File: src/rtl/counter_b4_pkg.sv
// Shared encodings for the 4-bit counter contract and its monitor.
package counter_b4_pkg;

  localparam int Q_W = 4;

  typedef enum logic [1:0] {
    MODE_UP3  = 2'b00,
    MODE_DN1  = 2'b01,
    MODE_UP1  = 2'b10,
    MODE_LOAD = 2'b11
  } mode_e;

  typedef enum logic {
    IDLE  = 1'b0,
    TRACK = 1'b1
  } state_e;

endpackage

File: src/rtl/counter_b4_model.sv
// Golden next-state function of the 4-bit counter: what Q and load should be
// one edge after the given sample, and whether that step wraps the counter.
module counter_b4_model
  import counter_b4_pkg::*;
(
  input  logic           enable_i,
  input  logic [1:0]     mode_i,
  input  logic [Q_W-1:0] d_i,
  input  logic [Q_W-1:0] q_i,
  output logic [Q_W-1:0] expQ_o,
  output logic           expLoad_o,
  output logic           wrap_o
);

  always_comb begin
    expQ_o    = '0;
    expLoad_o = 1'b0;
    wrap_o    = 1'b0;
    if (enable_i) begin
      case (mode_i)
        MODE_UP3: begin
          expQ_o = q_i + Q_W'(3);
          wrap_o = (q_i >= Q_W'(13));
        end
        MODE_DN1: begin
          expQ_o = q_i - Q_W'(1);
          wrap_o = (q_i == '0);
        end
        MODE_UP1: begin
          expQ_o = q_i + Q_W'(1);
          wrap_o = (q_i == '1);
        end
        MODE_LOAD: begin
          expQ_o    = d_i;
          expLoad_o = 1'b1;
        end
      endcase
    end
  end

endmodule

File: src/rtl/counter_b4_monitor.sv
// Synthesizable scoreboard for counter_b4: predicts Q/load one edge ahead,
// flags and counts mismatches, and counts correctly observed wrap-arounds.
module counter_b4_monitor
  import counter_b4_pkg::*;
#(
  parameter int ERR_W      = 8,
  parameter int WRAP_W     = 8,
  parameter bit CHECK_LOAD = 1'b1
) (
  input  logic              b4_clk,
  input  logic              b4_reset,
  input  logic              b4_enable,
  input  logic [1:0]        b4_mode,
  input  logic [3:0]        b4_D,
  input  logic [3:0]        b4_Q,
  input  logic              b4_load,
  input  logic              b4_clr,
  output logic              b4_err,
  output logic              b4_err_sticky,
  output logic [ERR_W-1:0]  b4_err_cnt,
  output logic [WRAP_W-1:0] b4_wrap_cnt,
  output logic [3:0]        b4_expected,
  output logic              b4_tracking
);

  state_e            state_q;
  logic [Q_W-1:0]    expQ_q;
  logic              expLoad_q;
  logic              wrapPend_q;
  logic              lastDis_q;
  logic              err_q;
  logic              sticky_q;
  logic [ERR_W-1:0]  errCnt_q, errCnt_d;
  logic [WRAP_W-1:0] wrapCnt_q, wrapCnt_d;

  logic [Q_W-1:0]    modelQ;
  logic              modelLoad;
  logic              modelWrap;
  logic              tracking;
  logic              qMiss;
  logic              mismatch;
  logic              wrapHit;

  // Prediction always starts from the observed Q, which resyncs after a glitch.
  counter_b4_model u_model (
    .enable_i  (b4_enable),
    .mode_i    (b4_mode),
    .d_i       (b4_D),
    .q_i       (b4_Q),
    .expQ_o    (modelQ),
    .expLoad_o (modelLoad),
    .wrap_o    (modelWrap)
  );

  always_comb begin
    tracking  = (state_q == TRACK);
    qMiss     = (b4_Q != expQ_q);
    mismatch  = tracking && (qMiss || (CHECK_LOAD && (b4_load != expLoad_q)));
    wrapHit   = tracking && wrapPend_q && !qMiss;
    errCnt_d  = errCnt_q;
    wrapCnt_d = wrapCnt_q;
    if (b4_clr) begin
      errCnt_d  = '0;
      wrapCnt_d = '0;
    end else begin
      if (mismatch && !(&errCnt_q)) errCnt_d = errCnt_q + 1'b1;
      if (wrapHit && !(&wrapCnt_q)) wrapCnt_d = wrapCnt_q + 1'b1;
    end
  end

  always_ff @(posedge b4_clk) begin
    if (b4_reset) begin
      state_q    <= IDLE;
      expQ_q     <= '0;
      expLoad_q  <= 1'b0;
      wrapPend_q <= 1'b0;
      lastDis_q  <= 1'b0;
      err_q      <= 1'b0;
      sticky_q   <= 1'b0;
      errCnt_q   <= '0;
      wrapCnt_q  <= '0;
    end else begin
      expQ_q     <= modelQ;
      expLoad_q  <= modelLoad;
      wrapPend_q <= modelWrap;
      err_q      <= mismatch;
      sticky_q   <= b4_clr ? 1'b0 : (sticky_q | mismatch);
      errCnt_q   <= errCnt_d;
      wrapCnt_q  <= wrapCnt_d;
      // Leave TRACK only after two consecutive disabled samples.
      case (state_q)
        IDLE: begin
          lastDis_q <= 1'b0;
          if (b4_enable) state_q <= TRACK;
        end
        TRACK: begin
          lastDis_q <= !b4_enable;
          if (!b4_enable && lastDis_q) state_q <= IDLE;
        end
        default: state_q <= IDLE;
      endcase
    end
  end

  assign b4_err        = err_q;
  assign b4_err_sticky = sticky_q;
  assign b4_err_cnt    = errCnt_q;
  assign b4_wrap_cnt   = wrapCnt_q;
  assign b4_expected   = expQ_q;
  assign b4_tracking   = tracking;

endmodule

File: config.mk
export PLATFORM = sky130hd
export DESIGN_NAME = counter_b4_monitor
export DESIGN_NICKNAME = d
export VERILOG_FILES = /design/src/rtl/counter_b4_pkg.sv /design/src/rtl/counter_b4_model.sv /design/src/rtl/counter_b4_monitor.sv
export SDC_FILE = /design/constraint.sdc
export NUM_CORES = 1
export LEC_CHECK = 0
export CAP_MARGIN = 10
export CORE_ASPECT_RATIO = 2
export CORE_UTILIZATION = 25
export DETAILED_ROUTE_END_ITERATION = 16
export GPL_ROUTABILITY_DRIVEN = 0
export SETUP_SLACK_MARGIN = 0.05
export SLEW_MARGIN = 20
export SYNTH_ARGS = -nofsm -noshare
export SYNTH_HDL_FRONTEND = slang
export SYNTH_SLANG_ARGS = --single-unit
File: constraint.sdc
create_clock -name b4_clk -period 2 [get_ports b4_clk]
set_input_delay 0.4 -clock b4_clk [delete_from_list [all_inputs] [get_ports b4_clk]]
set_output_delay 0.4 -clock b4_clk [all_outputs]
set_load 0.005 [all_outputs]
==> flow_summary.json, run 1 <==
{
  "diodes": 0,
  "grt_setup_unrepaired": "false",
  "chipHeight_um": 103,
  "powerDensity_nw_per_um2": 560,
  "drtIter0Drc": 19,
  "routed_wl_mm": 2.89,
  "yosysTopAreaCell": "dfxtp_1",
  "seq_power_share_pct": 52.1,
  "grt_pass1_wl_mm": 4.80,
  "synth_edf_count": 0,
  "path_max_fanout": 3,
  "cts_tree": "yes",
  "clkLatencyLatePin_ns": 0.26,
  "slowest_delay_ns": 0.43,
  "finalPower_w": 0.00104,
  "htreeDepth": 1,
  "fillers": 514,
  "start_util_pct": 26.2,
  "worst-endpoint-arrival_ns": 1.99,
  "dpl_cell_area_um2": 1800,
  "vias_per_cell": 4.74,
  "cts_setup_buffers": 0,
  "vias": 1199,
  "switching_power_w": 0.000242,
  "area_growth_pct": 45.1,
  "worstPathCellList": "clkdlybuf4s50_1 -> nand2b_1 -> ha_1 -> a21o_1 -> a21oi_1 -> xor2_1 -> o211ai_1 -> o31ai_1",
  "syn_area_per_cell_um2": 8.79,
  "die_w_um": 52.5,
  "clkPwrFrac_pct": 32.6,
  "firstDrtPassIters": 4,
  "drive_gt1_share_pct": 11.7,
  "yosys_register_bits": 26,
  "ctsResizeCount": 0,
  "die-area_um2": 5410,
  "setup_violations": 0,
  "clk_pin_slew_ns": 0.09,
  "grt_pass1_vias": 1113,
  "drt_drc_violations_left": 0,
  "antenna_left": 0,
  "hold_ws_ns": 0.453,
  "slowest_stage": "clkdlybuf4s50_1",
  "cts_buffers": 3,
  "clock.fmax_mhz": 553,
  "leakage_nw": 0.623,
  "synth_cells": 145,
  "hold_class": "register to register",
  "ctsHoldBuffers": 0,
  "swShare_pct": 23.4,
  "synth_top_area_share_pct": 40.8,
  "crit_required_ns": 2.18,
  "io_buffers": 37,
  "top_level_ports": 38,
  "fin_nets": 217,
  "drv_slew": 0,
  "grt-ovfl-total": 0,
  "ys.warnings.count": 0,
  "synth_most_common_cell": "dfxtp_1",
  "multi_input_area_um2": 713,
  "synth_seq_area_share_pct": 40.8,
  "synthesis.nets": 165,
  "cts_buffer_depth": 2,
  "num_rows": 36,
  "worst_setup_path_end_kind": "register",
  "synthTopCellsByCount": "dfxtp_1 (26), nor2_1 (16), a21oi_1 (12)",
  "utilization_pct": 38.0,
  "relSlewSlack_pct": 78.1,
  "clock-sinks": 26,
  "hpwl_mm": 2.31,
  "finalClockSkew_ns": 0.00174,
  "period_share_pct": 90.5,
  "final_cell_area_um2": 1850,
  "pwr-share-comb_pct": 15.3,
  "synthArstFlopShare_pct": 0,
  "register_area_um2": 520,
  "start_kind": "primary input",
  "synth_cell_types": 39,
  "syn_area_um2": 1270,
  "cts-root-buf": "clkbuf_8",
  "track_usage_pct": 11.7,
  "final.min_clock_period_ns": 1.81,
  "hold_viol_final": 0,
  "path_class": "primary input to register",
  "maxCapViolCount": 0,
  "ys.flop_type": "dfxtp_1",
  "p_int_w": 0.000793,
  "status": "finished, final reports clean",
  "core_area_um2": 4860,
  "tightest_slew_ns": 0.327,
  "max-vdd-ir-drop_v": 0.000328,
  "synth_area_leaders": "dfxtp_1 (41%), xnor2_1 (6.9%), a21oi_1 (4.7%)",
  "grt_max_degree": 17,
  "wl_per_cell_um": 11.4,
  "antenna_found_initial": 0
}
stage by stage:
stage,setup WS [ns],std cells,setup TNS (ns)
after floorplan,0.431,145,0
after global placement,-0.0774,249,-0.546
after detailed placement,-0.104,249,-0.639
after CTS,0.186,253,0
after global routing,0.0936,253,0
final,0.190,253,0
logic make-up after synthesis:
family,count (synthesis),share of synthesized area (%)
adder cells (fa/ha/maj),5,5.50
multiplexers,1,0.785
buffers and inverters,9,3.24
XOR/XNOR,13,8.93
AO/OA/AOI/OAI,33,16.0
flip-flops,26,40.8
AND/OR/NAND/NOR,58,24.7
cell usage in the layout (no fill, tap or decap), types with 2 or more instances in the layout:
master           synthesis  final
a211oi_1                 2      2
a21oi_1                 12     12
buf_4                    0     13
clkbuf_8                 0      4
clkdlybuf4s50_1          0     37
dfxtp_1                 26     26
ha_1                     4      4
inv_1                    6      6
nand2_1                  8      8
nand2b_1                 2      2
nand3_1                  9      9
nand4_1                  2      2
nor2_1                  16     16
nor3_1                   4      4
o211ai_1                 2      2
o21ai_0                  8      8
o31a_1                   2      2
or2_2                    2      2
or3_1                    6      6
xnor2_1                 10     10
xor2_1                   3      3
per-layer routing:
layer / part of all wire (%) / vias up / routed length (µm) / track usage, %
met5: 0 / - / 0 / 0
met4: 1.6 / 0 / 47 / 5.47
met3: 2.7 / 2 / 77 / 1.18
met2: 55 / 25 / 1590 / 21.2
met1: 40 / 550 / 1170 / 13.1
li1: - / 622 / - / -
cell type report:
cell class	instances	area share, %
Timing Repair Buffer	50	25.3
Tap cell	57	3.85
Inverter	6	1.22
Clock buffer	4	2.97
Multi-Input combinational cell	110	38.5
Sequential cell	26	28.1
path summary, 6_finish.rpt:
| kind | from | depth (start not counted) | end | slack (ns) |
|---|---|---|---|---|
| setup / recovery | b4_mode[0] | 8 | b4_expected[3] | 0.19 |
| hold / removal | b4_err_sticky | 2 | b4_err_sticky | 0.45 |
| hold reg to reg | b4_err_sticky | 2 | b4_err_sticky | 0.45 |
| setup reg to reg | b4_err_cnt[0] | 7 | b4_err_cnt[5] | 0.25 |
worst max-delay path, delay by kind of cell:
family / cells / cell delay [ns]
xor+xnor: 1 / 0.22
compound gates: 4 / 0.50
simple gates: 1 / 0.18
fa+ha+maj: 1 / 0.27
buf+inv: 1 / 0.43
power by group through the flow:
stage | Sequential, W | Clock [W] | Combinational (W)
final | 0.000540 | 0.000337 | 0.000158
after floorplan | 0.000550 | 0 | 0.0000699
after global placement | 0.000553 | 0 | 0.000159
after detailed placement | 0.000552 | 0 | 0.000160
after CTS | 0.000540 | 0.000354 | 0.000161
after global routing | 0.000542 | 0.000374 | 0.000173
registers in the layout (all words and copies together), names as in the netlist:
name	flops
b4_err	1
b4_err_cnt	8
b4_err_sticky	1
b4_expected	4
b4_tracking	1
b4_wrap_cnt	8
expLoad_q	1
lastDis_q	1
wrapPend_q	1
Power figures use the tool's default switching activity.
==> run 2, diff against run 1 <==
==> constraint.sdc (replaced) <==
create_clock -name b4_clk -period 1.74 [get_ports b4_clk]
set_input_delay 0.348 -clock b4_clk [delete_from_list [all_inputs] [get_ports b4_clk]]
set_output_delay 0.348 -clock b4_clk [all_outputs]
set_load 0.005 [all_outputs]
==> flow_summary.json, run 2 (same netlist as run 1, synthesis figures left out) <==
{
  "setup_violations": 0,
  "clock.fmax_mhz": 612,
  "cts-root-buf": "clkbuf_8",
  "cts_buffers": 3,
  "critical-path-top-delay-family": "buffers and inverters",
  "clock-sinks": 26,
  "grt_pass1_vias": 1137,
  "hold_viol_final": 0,
  "drive_gt1_share_pct": 21.1,
  "period_share_pct": 93.9,
  "top_level_ports": 38,
  "die-area_um2": 5410,
  "worstPathCellList": "clkdlybuf4s50_1",
  "area_growth_pct": 54.9,
  "powerDensity_nw_per_um2": 618,
  "antenna_left": 0,
  "vias": 1247,
  "final.min_clock_period_ns": 1.63,
  "track_usage_pct": 12.3,
  "cts_tree": "yes",
  "fin_nets": 225,
  "diodes": 0,
  "r2r-end": "b4_err_cnt[3]",
  "clk_pin_slew_ns": 0.09,
  "num_rows": 36,
  "drv_slew": 0,
  "grt_max_degree": 17,
  "grt_pass1_wl_mm": 4.97,
  "reg2reg_slack_ns": 0.14,
  "grt_setup_unrepaired": "false",
  "path_class": "register to primary output",
  "maxCapViolCount": 0,
  "slowest_stage": "clkdlybuf4s50_1",
  "final_cell_mix": "clkdlybuf4s50_1 (31), dfxtp_1 (24), buf_4 (20)",
  "vias_per_cell": 4.78,
  "tightest_slew_ns": 0.340,
  "fillers": 503,
  "core_area_um2": 4860,
  "reg2reg_depth": 7,
  "hold_class": "register to register",
  "hpwl_mm": 2.36,
  "cp-endpoint": "b4_err_cnt[2]",
  "relSlewSlack_pct": 77.3,
  "met1_usage_pct": 12.6,
  "worst_setup_path_end_kind": "primary output",
  "start_kind": "register",
  "use_met2_pct": 22.5,
  "grt_use_met3_pct": 1.18,
  "die_w_um": 52.5,
  "busiest_layer": "met2",
  "grt-ovfl-total": 0,
  "ctsHoldBuffers": 0,
  "drtIter0Drc": 25,
  "firstDrtPassIters": 4,
  "worst-endpoint-arrival_ns": 1.29,
  "clkLatencyLatePin_ns": 0.27,
  "path_max_fanout": 7,
  "wl_per_cell_um": 11.8,
  "cts_buffer_depth": 2,
  "drt_drc_violations_left": 0,
  "worst-path-stages": 1,
  "htreeDepth": 1,
  "mostFrequentLayoutCell": "clkdlybuf4s50_1",
  "slowest_delay_ns": 0.55,
  "crit_buf_inv": 1,
  "leakage_nw": 0.712,
  "startpoint": "b4_err_cnt[2]",
  "start_util_pct": 26.2,
  "finalPower_w": 0.00122,
  "setup_ws_ns": 0.106,
  "finalClockSkew_ns": 0.00426,
  "r2r-start": "b4_err_cnt[1]",
  "routed_wl_mm": 3.07,
  "crit_required_ns": 1.39,
  "chipHeight_um": 103,
  "io_buffers": 37,
  "status": "finished, final reports clean",
  "dp_slack_ns": -0.308,
  "hold_ws_ns": 0.457,
  "antenna_found_initial": 0,
  "max-vdd-ir-drop_v": 0.000415
}
## run 2: cell types whose count changed in the layout (fill, tap and decap cells not counted), moves of 2 or more
cell and delta:
xnor2_1 -4, dlymetal6s2s_1 +2, dlygate4sd2_1 +4, dfxtp_1 -2, a21oi_1 -2, buf_4 +7
clkdlybuf4s50_1 -6, xnor2_2 +4, a21oi_2 +2
## run 2: layer usage
metal | share of wire [%] | vias up | wire length (µm)
met5 | 0 | - | 0
met4 | 2.7 | 0 | 83
met3 | 3.0 | 5 | 93
met2 | 55 | 30 | 1670
met1 | 40 | 580 | 1220
li1 | - | 632 | -
## run 2: what timing repair did
| item | 4_1_cts | 5_1_grt |
|---|---|---|
| pin swaps | 1 | 4 |
| endpoints found under the setup margin | 9 | 11 |
| buffers inserted | 0 | 4 |
| endpoints found under the hold margin | 0 | 0 |
| gates resized for setup | 11 | 9 |
| gates cloned | 0 | 0 |
## run 2: layout make-up
| type | instances | area, µm² | share of cell area, % |
|---|---|---|---|
| Inverter | 6 | 22.5 | 1.14 |
| Timing Repair Buffer | 58 | 532 | 26.9 |
| Sequential cell | 26 | 526 | 26.6 |
| Clock buffer | 4 | 55.1 | 2.79 |
| Tap cell | 57 | 71.3 | 3.61 |
| Multi-Input combinational cell | 110 | 768 | 38.9 |
## run 2: stage by stage
step	area (µm²)	setup TNS [ns]	utilization, %	cells
4_1_cts	1920	0	39.5	257
2_1_floorplan	1270	0	-	145
3_5_place_dp	1830	-4.46	37.5	253
3_3_place_gp	1830	-4.52	37.5	253
6_report	1970	0	40.6	261
5_1_grt	1970	0	40.6	261
## run 2: worst min path at each step
stage | cells past startpoint | slack (ns) | end | start
3_5_place_dp | 2 | 0.45 | b4_err_sticky | b4_err_sticky
5_1_grt | 3 | 0.46 | b4_expected[3] | b4_mode[0]
4_1_cts | 2 | 0.47 | b4_err_sticky | b4_err_sticky
2_1_floorplan | 1 | 0.42 | b4_err | b4_reset
6_report | 2 | 0.46 | b4_err_sticky | b4_err_sticky
3_3_place_gp | 2 | 0.44 | b4_err_sticky | b4_err_sticky
## run 2: power breakdown
group | total, W | switching [W] | internal (W) | leakage (nW)
registers | 0.000619 | 0.0000124 | 0.000607 | 0.212
clock network | 0.000393 | 0.000190 | 0.000202 | 0.0288
logic | 0.000209 | 0.0000904 | 0.000119 | 0.471
total | 0.00122 | 0.000293 | 0.000928 | 0.712
==> edit, RTL diff (flow settings as in run 2) <==
Change the parameter `WRAP_W` from 8 to 6.
--- a/src/rtl/counter_b4_monitor.sv
+++ b/src/rtl/counter_b4_monitor.sv
@@ -5,5 +5,5 @@
 #(
   parameter int ERR_W      = 8,
-  parameter int WRAP_W     = 8,
+  parameter int WRAP_W     = 6,
   parameter bit CHECK_LOAD = 1'b1
 ) (
Interface: changed (resized b4_wrap_cnt); port bits go from 38 to 36. No check against the original RTL was run, so the function may have changed too.
==> edit against run 2 <==
Total power rose by 4.6%. Sequential cell count fell by 2. Synthesized area fell by 8.2%. Combinational power rose by 4%. Register-to-register slack barely moved. Routed wire length fell by 3.3%. Design area fell by 3.7%. Worst setup slack improved by 0.020 ns.
==> edit: results <==
{
  "final.setup_skew_ns": 0.00583,
  "placedInstanceArea_um2": 1770,
  "insertion_delay_ns": 0.27,
  "dp_cells": 243,
  "leakage_nw": 0.739,
  "cts_htree_levels": 1,
  "met3_usage_pct": 2.01,
  "syn_nets": 154,
  "swShare_pct": 22.1,
  "drt_iter0_markers": 16,
  "met1_usage_pct": 12.3,
  "min_from": "b4_err_sticky",
  "grt_pass1_wl_um": 5060,
  "ys_top_cells_by_count": "dfxtp_1 (24), nor2_1 (16), a21oi_1 (9)",
  "clockBufferDepth": 2,
  "grt_max_degree": 15,
  "worstReg2RegEnd": "b4_err_cnt[7]",
  "synthArstFlopShare_pct": 0,
  "setup_viol": 0,
  "whs_ns": 0.454,
  "dpl.hpwl_um": 2390,
  "antenna_cells": 0,
  "tightestPinTransition_ns": 0.380,
  "crit_end": "b4_err_cnt[2]",
  "grt_use_met2_pct": 25.6,
  "cts_resized": 9,
  "drc": 0,
  "ys_top_cells_by_area": "dfxtp_1 (41%), xor2_1 (5.2%), nor2_1 (5.1%)",
  "avgViaCountPerCell": 4.69,
  "hold_path.class": "reg -> reg",
  "grt.total_usage_pct": 13.2,
  "routed_wirelength_um": 2970,
  "drive_gt1_share_pct": 20.2,
  "synthDistinctLibCells": 37,
  "yosysWarnings": 0,
  "hold_end": "b4_err_sticky",
  "status": "finished clean",
  "portBuffers": 35,
  "fillers": 450,
  "reg2reg_from": "b4_err_cnt[0]",
  "cts_setup_buffers": 0,
  "layout.nets": 214,
  "dr.pass1.iters": 3,
  "cp_top_family": "buffers and inverters",
  "ir_worst_vdd_mv": 0.354,
  "syn-instance-count": 134,
  "crit_fanout": 7,
  "ys_seq_area_share_pct": 41.1,
  "slowest_stage": "clkdlybuf4s50_1",
  "arrival_ns": 1.27,
  "avgRoutedWirePerCell_um": 12.0,
  "ff2ff_path_depth": 7,
  "grt_pass1_vias": 1167
}
==> edit: cell count changes in the layout (fill, tap and decap cells not counted), sizes merged, moves of 3 or more <==
cell / change
or3: -3
xor2: +4
a21oi: -3
o21ai: -3
nor3: -3
xnor2: -4
clkdlybuf4s50: -3
==> edit: stage by stage <==
stage               setup TNS (ns)  setup WS (ns)  utilization, %
global route                     0         0.0645            43.0
global placement             -2.65         -0.350            40.0
CTS                              0         0.0553            42.1
finish                           0          0.127            43.0
detailed placement           -2.85         -0.396            40.0
floorplan                        0          0.178               -
==> edit: logic make-up (layout without fill, tap and decap cells) <==
group / after synthesis / after routing / share of synthesized area, %
AOI/OAI and AO/OA: 27 / 27 / 14.4
xor gates and xnor gates: 13 / 13 / 9.73
adders and majority gates: 5 / 5 / 5.99
buffers and inverters: 9 / 68 / 3.21
DFF: 24 / 24 / 41.1
muxes: 1 / 1 / 0.856
and+or+nand+nor: 55 / 55 / 24.7
==> edit: per-layer routing <==
metal	vias to the layer above	wire length, um	share of wire (%)
met4	0	109	3.7
met5	-	0	0
li1	590	-	-
met2	31	1710	58
met3	9	118	4.0
met1	529	1030	35
==> edit: power groups by stage <==
| stage | Sequential (mW) | Combinational [mW] | Clock [mW] |
|---|---|---|---|
| finish | 0.572 | 0.217 | 0.488 |
| global route | 0.574 | 0.236 | 0.525 |
| floorplan | 0.585 | 0.0755 | 0 |
| CTS | 0.572 | 0.213 | 0.503 |
| detailed placement | 0.584 | 0.209 | 0 |
| global placement | 0.584 | 0.208 | 0 |
==> edit: cell type report <==
class                      count  area share [%]
tap                           54            3.55
multi-input combinational    101            37.3
clock buffer                   3            2.17
clock inverter                 1            1.58
timing repair buffer          58            29.0
sequential                    24            25.3
inverter                       6            1.18
